### src/rtl/add_arbiter_if.sv
// Handshake bundle for add_arbiter: N request channels sharing one adder, one response channel.
// "slave" is the arbiter's view; "master" is the requester/consumer side.
interface add_arbiter_if #(
    parameter int W = 8,
    parameter int N = 4
);
    localparam int IW = $clog2(N);

    logic [N-1:0]   req_valid;
    logic [N-1:0]   req_ready;
    logic [N*W-1:0] req_in0;
    logic [N*W-1:0] req_in1;
    logic           resp_valid;
    logic           resp_ready;
    logic [W-1:0]   resp_sum;
    logic           resp_carry;
    logic [IW-1:0]  resp_id;

    modport master (
        output req_valid, req_in0, req_in1, resp_ready,
        input  req_ready, resp_valid, resp_sum, resp_carry, resp_id
    );

    modport slave (
        input  req_valid, req_in0, req_in1, resp_ready,
        output req_ready, resp_valid, resp_sum, resp_carry, resp_id
    );
endinterface

### src/rtl/add_arbiter.sv
// Round-robin arbiter sharing one W-bit adder among N requesters; one operation in flight,
// result held until the consumer takes it.
module add_arbiter #(
    parameter int W = 8,
    parameter int N = 4
) (
    input  logic         clock,
    input  logic         reset_n,
    add_arbiter_if.slave bus
);
    localparam int IW = $clog2(N);

    typedef enum logic {
        IDLE,
        RESP
    } state_t;

    state_t        state_q, state_d;
    logic [IW-1:0] ptr_q;
    logic [IW-1:0] id_q;
    logic [W-1:0]  op0_q, op1_q;

    logic          grant_found;
    logic [IW-1:0] grant_idx;
    logic [IW-1:0] scan_idx;
    logic [N-1:0]  grant_onehot;
    logic [W-1:0]  sel_in0, sel_in1;
    logic          accept;

    // Round-robin search starting at ptr, wrapping explicitly so non-power-of-two N works.
    always_comb begin
        // NOTE: every combinational output gets a default first so no path infers a latch.
        grant_found = 1'b0;
        grant_idx   = '0;
        scan_idx    = ptr_q;
        for (int k = 0; k < N; k++) begin
            if (!grant_found && bus.req_valid[scan_idx]) begin
                grant_found = 1'b1;
                grant_idx   = scan_idx;
            end
            scan_idx = (scan_idx == IW'(N - 1)) ? '0 : scan_idx + 1'b1;
        end
    end

    always_comb begin
        sel_in0 = '0;
        sel_in1 = '0;
        for (int i = 0; i < N; i++) begin
            if (grant_idx == IW'(i)) begin
                sel_in0 = bus.req_in0[i*W +: W];
                sel_in1 = bus.req_in1[i*W +: W];
            end
        end
    end

    // Gated by reset_n so no grant is visible while reset is held, independent of the clock.
    always_comb begin
        grant_onehot            = '0;
        grant_onehot[grant_idx] = grant_found && (state_q == IDLE) && reset_n;
    end

    assign bus.req_ready = grant_onehot;
    assign accept        = |grant_onehot;

    always_comb begin
        state_d = state_q;
        case (state_q)
            IDLE:    if (accept) state_d = RESP;
            RESP:    if (bus.resp_ready) state_d = IDLE;
            default: state_d = IDLE;
        endcase
    end

    // NOTE: sequential state uses non-blocking assignments so all registers update together at the edge.
    always_ff @(posedge clock or negedge reset_n) begin
        if (!reset_n) begin
            state_q <= IDLE;
            ptr_q   <= '0;
            id_q    <= '0;
            // NOTE: operand registers are reset so the held sum/carry read zero during reset.
            op0_q   <= '0;
            op1_q   <= '0;
        end else begin
            state_q <= state_d;
            if (accept) begin
                ptr_q <= (grant_idx == IW'(N - 1)) ? '0 : grant_idx + 1'b1;
                id_q  <= grant_idx;
                op0_q <= sel_in0;
                op1_q <= sel_in1;
            end
        end
    end

    assign bus.resp_valid                 = (state_q == RESP);
    assign {bus.resp_carry, bus.resp_sum} = {1'b0, op0_q} + {1'b0, op1_q};
    assign bus.resp_id                    = id_q;
endmodule

### src/flat_wrapper.sv
// flat-port wrapper written by rule: the top's interface ports become plain ports
module add_arbiter_flat 
#(
    parameter int W = 8,
    parameter int N = 4
)
  (clock, reset_n, bus_req_valid, bus_req_in0, bus_req_in1, bus_resp_ready, bus_req_ready, bus_resp_valid, bus_resp_sum, bus_resp_carry, bus_resp_id);
  add_arbiter_if #(.W(W), .N(N)) bus_i ();
  input  logic clock;
  input  logic reset_n;
  input wire logic [$bits(bus_i.req_valid)-1:0] bus_req_valid;
  input wire logic [$bits(bus_i.req_in0)-1:0] bus_req_in0;
  input wire logic [$bits(bus_i.req_in1)-1:0] bus_req_in1;
  input wire logic [$bits(bus_i.resp_ready)-1:0] bus_resp_ready;
  output wire logic [$bits(bus_i.req_ready)-1:0] bus_req_ready;
  output wire logic [$bits(bus_i.resp_valid)-1:0] bus_resp_valid;
  output wire logic [$bits(bus_i.resp_sum)-1:0] bus_resp_sum;
  output wire logic [$bits(bus_i.resp_carry)-1:0] bus_resp_carry;
  output wire logic [$bits(bus_i.resp_id)-1:0] bus_resp_id;
  assign bus_i.req_valid = bus_req_valid;
  assign bus_i.req_in0 = bus_req_in0;
  assign bus_i.req_in1 = bus_req_in1;
  assign bus_i.resp_ready = bus_resp_ready;
  assign bus_req_ready = bus_i.req_ready;
  assign bus_resp_valid = bus_i.resp_valid;
  assign bus_resp_sum = bus_i.resp_sum;
  assign bus_resp_carry = bus_i.resp_carry;
  assign bus_resp_id = bus_i.resp_id;
  add_arbiter #(.W(W), .N(N)) u_core (.clock(clock), .reset_n(reset_n), .bus(bus_i));
endmodule
### config.mk
export PLATFORM = sky130hd
export DESIGN_NAME = add_arbiter_flat
export DESIGN_NICKNAME = d
export VERILOG_FILES = /design/src/rtl/add_arbiter_if.sv /design/src/rtl/add_arbiter.sv /design/src/flat_wrapper.sv
export SDC_FILE = /design/constraint.sdc
export NUM_CORES = 1
export LEC_CHECK = 0
export BUFFER_PORTS_ARGS = -buffer_cell sky130_fd_sc_hd__buf_2
export CELL_PAD_IN_SITES_DETAIL_PLACEMENT = 1
export CELL_PAD_IN_SITES_GLOBAL_PLACEMENT = 2
export CORE_UTILIZATION = 26
export CTS_CLUSTER_SIZE = 28
export DETAILED_ROUTE_END_ITERATION = 10
export GPL_TIMING_DRIVEN = 0
export PLACE_DENSITY = 0.84
export SLEW_MARGIN = 20
export SYNTH_ARGS = -nofsm -noshare
export SYNTH_HDL_FRONTEND = slang
export SYNTH_SLANG_ARGS = --single-unit
### constraint.sdc
create_clock -name clock -period 3.85 [get_ports clock]
set_input_delay 0.1925 -clock clock [delete_from_list [all_inputs] [get_ports clock]]
set_output_delay 0.1925 -clock clock [all_outputs]
set_load 0.01 [all_outputs]
==> metrics.md <==
| Metric | Value |
|---|---|
| Die width | between 80 and 90 um |
| Multiplexer share of the synthesized area | 0.138 |
| Dominant cells by area after synthesis | dfrtp_1, mux2_4, ha_1 |
| Total congestion overflow | 0 |
| Share of the cycle needed by the critical path after routing | 0.915 |
| CP max-delay cell | dfrtp_2 |
| Gr usage total | 0.161 |
| Crit path kind | register to register |
| Diodes inserted | 0 |
| Synth Net Count | 317 |
| Final setup vio count | 0 |
| Fraction of layout cells with a size suffix above 1 | 0.376 |
| Vias per Instance | around 4.7 |
| Synth Area in Compound Gates | 0.255 |
| Largest family of logic cells by synthesized area | compound AO/OA/AOI/OAI gates |
| Worst Setup EP | u_core.op1_q[1] |
| Core area | 0.00725 sq mm |
| Cells along the critical path | ha_4 -> mux2i_1 -> nor2_2 -> a2111o_1 -> a21oi_1 -> a311o_2 -> inv_1 -> ha_1 -> nor2b_1 -> clkbuf_2 -> buf_2 -> a22oi_1 -> nor2_1 -> a21oi_1 -> o21ai_0 -> mux2_4 |
| FF+latch count, synth | 21 |
| Die H | about 90 um |
| Global-route wire length before repair | slightly below 10000 um |
| Setup Buffers After CTS | 0 |
| Synthesis Warnings | 0 |
| Int Pwr | ~0.0015 W |
| Origin of the critical flop-to-flop path | u_core.ptr_q[1] |
| Comb power frac | 0.817 |
| CTS buffer count | 3 |
| Layout Nets | just over 400 |
| Routed wire length | 6100 um |
| Vias in the first global route | about 2000 |
| Outcome | finished, final reports clean |
| R2R Setup Slk | roughly 330 ps |
| Worst Max-Slew Pin Slew | around 450 ps |
| Routed wire per std cell | approximately 14 um |
| Pwr/cell area | 1180 mW/mm^2 |
| Area delta synth->final | 32.1% |
| Slew Limit Headroom | 0.699 |
| Sw power | between 0.0015 and 0.002 W |
| Post-Synth XOR/XNOR Area | 0.0313 |
| Clock sinks | 21 |
| DP HPWL | ~5200 um |
| Hold Path Depth | 2 |
| Row count | 31 |
| Leak | about 1.3 nW |
| Synth Area in Adders | 0.0934 |
| Synth Area in Simple Gates | 0.151 |
| Reg power frac | 0.135 |
| Avg Inst Size Synth | ~8.4 sq um |
| Top cell by count, worst path | a21oi_1 |
| Root buffer cell | clkbuf_8 |
| Synth cell types | 41 |
| Initial core utilization | 0.270 |
| Post-DRT Antenna Nets | 0 |
| CTS max path bufs | 2 |
| Detailed-route DRC error count | 0 |
| Worst Setup SP | u_core.ptr_q[1] |
| Initial antenna violation count | 0 |
| Num ports | 87 |
| Worst path arrival time | ~3700 ps |
| CP peak stage delay | around 480 ps |
| Reg clk slew, reported paths | around 80 ps |
| Hold Path Class | input pin to register |
| DRT iter0 DRCs | roughly 50 |
| PortBufs | 86 |
| Synth top area share | 0.269 |
| Mapped Area | about 0.0020 sq mm |
| Crit path time final | between 3000 and 4000 ps |
| GP Congestion | 0.820 |
| DR pass1 iterations | 4 |
| Seq/Total Area, Yosys | 0.269 |
| Fmax achieved | 284 MHz |
| Die footprint | ~0.0079 sq mm |
| Vias post-DR | 1971 |
| CTS tree | built |
| Latest clock arrival within the worst-skew pair | 260 ps |
| Post-Route Skew | just over 2 ps |
| Slew Limit Fails | 0 |
| Critical Path RT | approximately 4000 ps |
| Startpoint types | register |
| # Max-Cap Violations | 0 |
| Max H-tree Level | 1 |
| Switching part of the total | 0.507 |
| Area leader, netlist | dfrtp_1 |
| RSZ-0062 raised after global routing | false |
| Reg2reg end | u_core.op1_q[1] |
| Hold Fails Final Rpt | 0 |
| Hold Slack | between 100 and 150 ps |
| Worst setup EP type | register |
| Setup TNS | 0 ps |
| Peak supply drop | ~0.0004 V |
| CP max FO | 10 |
| Largest net degree at the start of global routing | 23 |
| R2R cell count | 16 |
| Mapped Cells | roughly 230 |
| Clock power share | 0.048 |
synthesized netlist by cell type (all sizes together):
master,number
clkbuf,11
a311o,1
and2,4
o22a,1
inv,9
o21a,1
a32oi,1
nor2b,3
a2111o,1
o31ai,1
a21boi,1
a2111oi,1
nor4,1
a211o,1
xor2,1
mux2i,3
o32ai,1
nand2b,3
a31oi,1
nand2,28
a22oi,16
dfrtp,21
mux2,17
buf,4
ha,13
a21oi,21
xnor2,6
o41ai,1
o21ai,26
nor2,27
fa,1
a21o,2
o211a,1
nor3,2
sequential cells by signal, indices dropped and copies added, names as in the netlist:
signal                 cells
u_core.ptr_q               2
u_core.op0_q               8
u_core.bus.resp_valid      1
u_core.op1_q               8
u_core.bus.resp_id         2
worst max-delay path: cells and delay by family (launching register included):
family / cells / cell delay [ps]
multiplexers: 2 / 500
AND/OR/NAND/NOR: 3 / 230
adder cells (fa/ha/maj): 2 / 540
buffers and inverters: 3 / 450
flip-flops: 1 / 480
AO/OA/AOI/OAI: 6 / 1210
routing by layer:
metal / vias to the layer above / track usage / share of wire
met3: 8 / 0.0215 / 0.044
met2: 51 / 0.266 / 0.47
met1: 910 / 0.221 / 0.47
li1: 1002 / - / -
met4: 0 / 0.0396 / 0.013
met5: - / 0 / 0
layout by cell type (no fill, tap or decap), types with 2 or more instances in the layout:
cell type  count
mux2_2         4
clkbuf_8       3
buf_6          2
o21ai_0       21
and2_1         4
a22oi_1       16
nor3_1         2
nor2_1        25
mux2i_1        3
clkbuf_1       9
nand2_1       28
nand2b_1       3
a21oi_1       21
mux2_4        13
xnor2_1        6
o21ai_1        4
inv_1          9
a21o_1         2
ha_1          11
nor2b_1        3
dfrtp_1       20
buf_2         87
cell type report:
class | instances | area [sq um]
Inverter | 9 | 33.8
Timing Repair Buffer | 87 | 440
Clock inverter | 1 | 7.51
Multi-Input combinational cell | 187 | 1330
Sequential cell | 21 | 527
Clock buffer | 3 | 41.3
Fill cell | 932 | 4670
Buffer | 14 | 86.3
Tap cell | 99 | 124
per-stage QoR:
step	instances	util	total power [W]	area, sq um	worst slack [ps]
finish	421	0.356	0.00306	2580	327
floorplan	232	-	0.00222	1960	442
detailed placement	417	0.346	0.00290	2510	-314
CTS	421	0.354	0.00307	2570	1.37
global placement	417	0.346	0.00282	2510	-278
global route	421	0.356	0.00341	2580	26.8
cells by family after synthesis:
| family | Yosys count |
|---|---|
| AND/OR/NAND/NOR | 68 |
| adder cells (fa/ha/maj) | 14 |
| buffers and inverters | 24 |
| multiplexers | 20 |
| AO/OA/AOI/OAI | 78 |
| XOR/XNOR | 7 |
| flip-flops | 21 |
worst min-delay path by stage:
stage / from / endpoint
6_report: bus_resp_ready / u_core.bus.resp_valid
5_1_grt: bus_resp_ready / u_core.bus.resp_valid
4_1_cts: bus_resp_ready / u_core.bus.resp_valid
3_5_place_dp: reset_n / u_core.op0_q[7]
3_3_place_gp: reset_n / u_core.op0_q[7]
2_1_floorplan: reset_n / u_core.bus.resp_id[0]
power by group through the flow:
| stage | logic [W] | registers, W | clock network (W) |
|---|---|---|---|
| after global placement | 0.00241 | 0.000407 | 0 |
| after detailed placement | 0.00249 | 0.000412 | 0 |
| after floorplan | 0.00183 | 0.000391 | 0 |
| after CTS | 0.00251 | 0.000408 | 0.000150 |
| final | 0.00250 | 0.000413 | 0.000147 |
| after global routing | 0.00283 | 0.000426 | 0.000156 |
repair_timing:
item	4_1_cts	5_1_grt
resized for setup	2	6
hold endpoints to repair	21	0
setup endpoints to repair	17	19
hold buffers	1	0
pin swaps	1	1
Power figures use the tool's default switching activity.
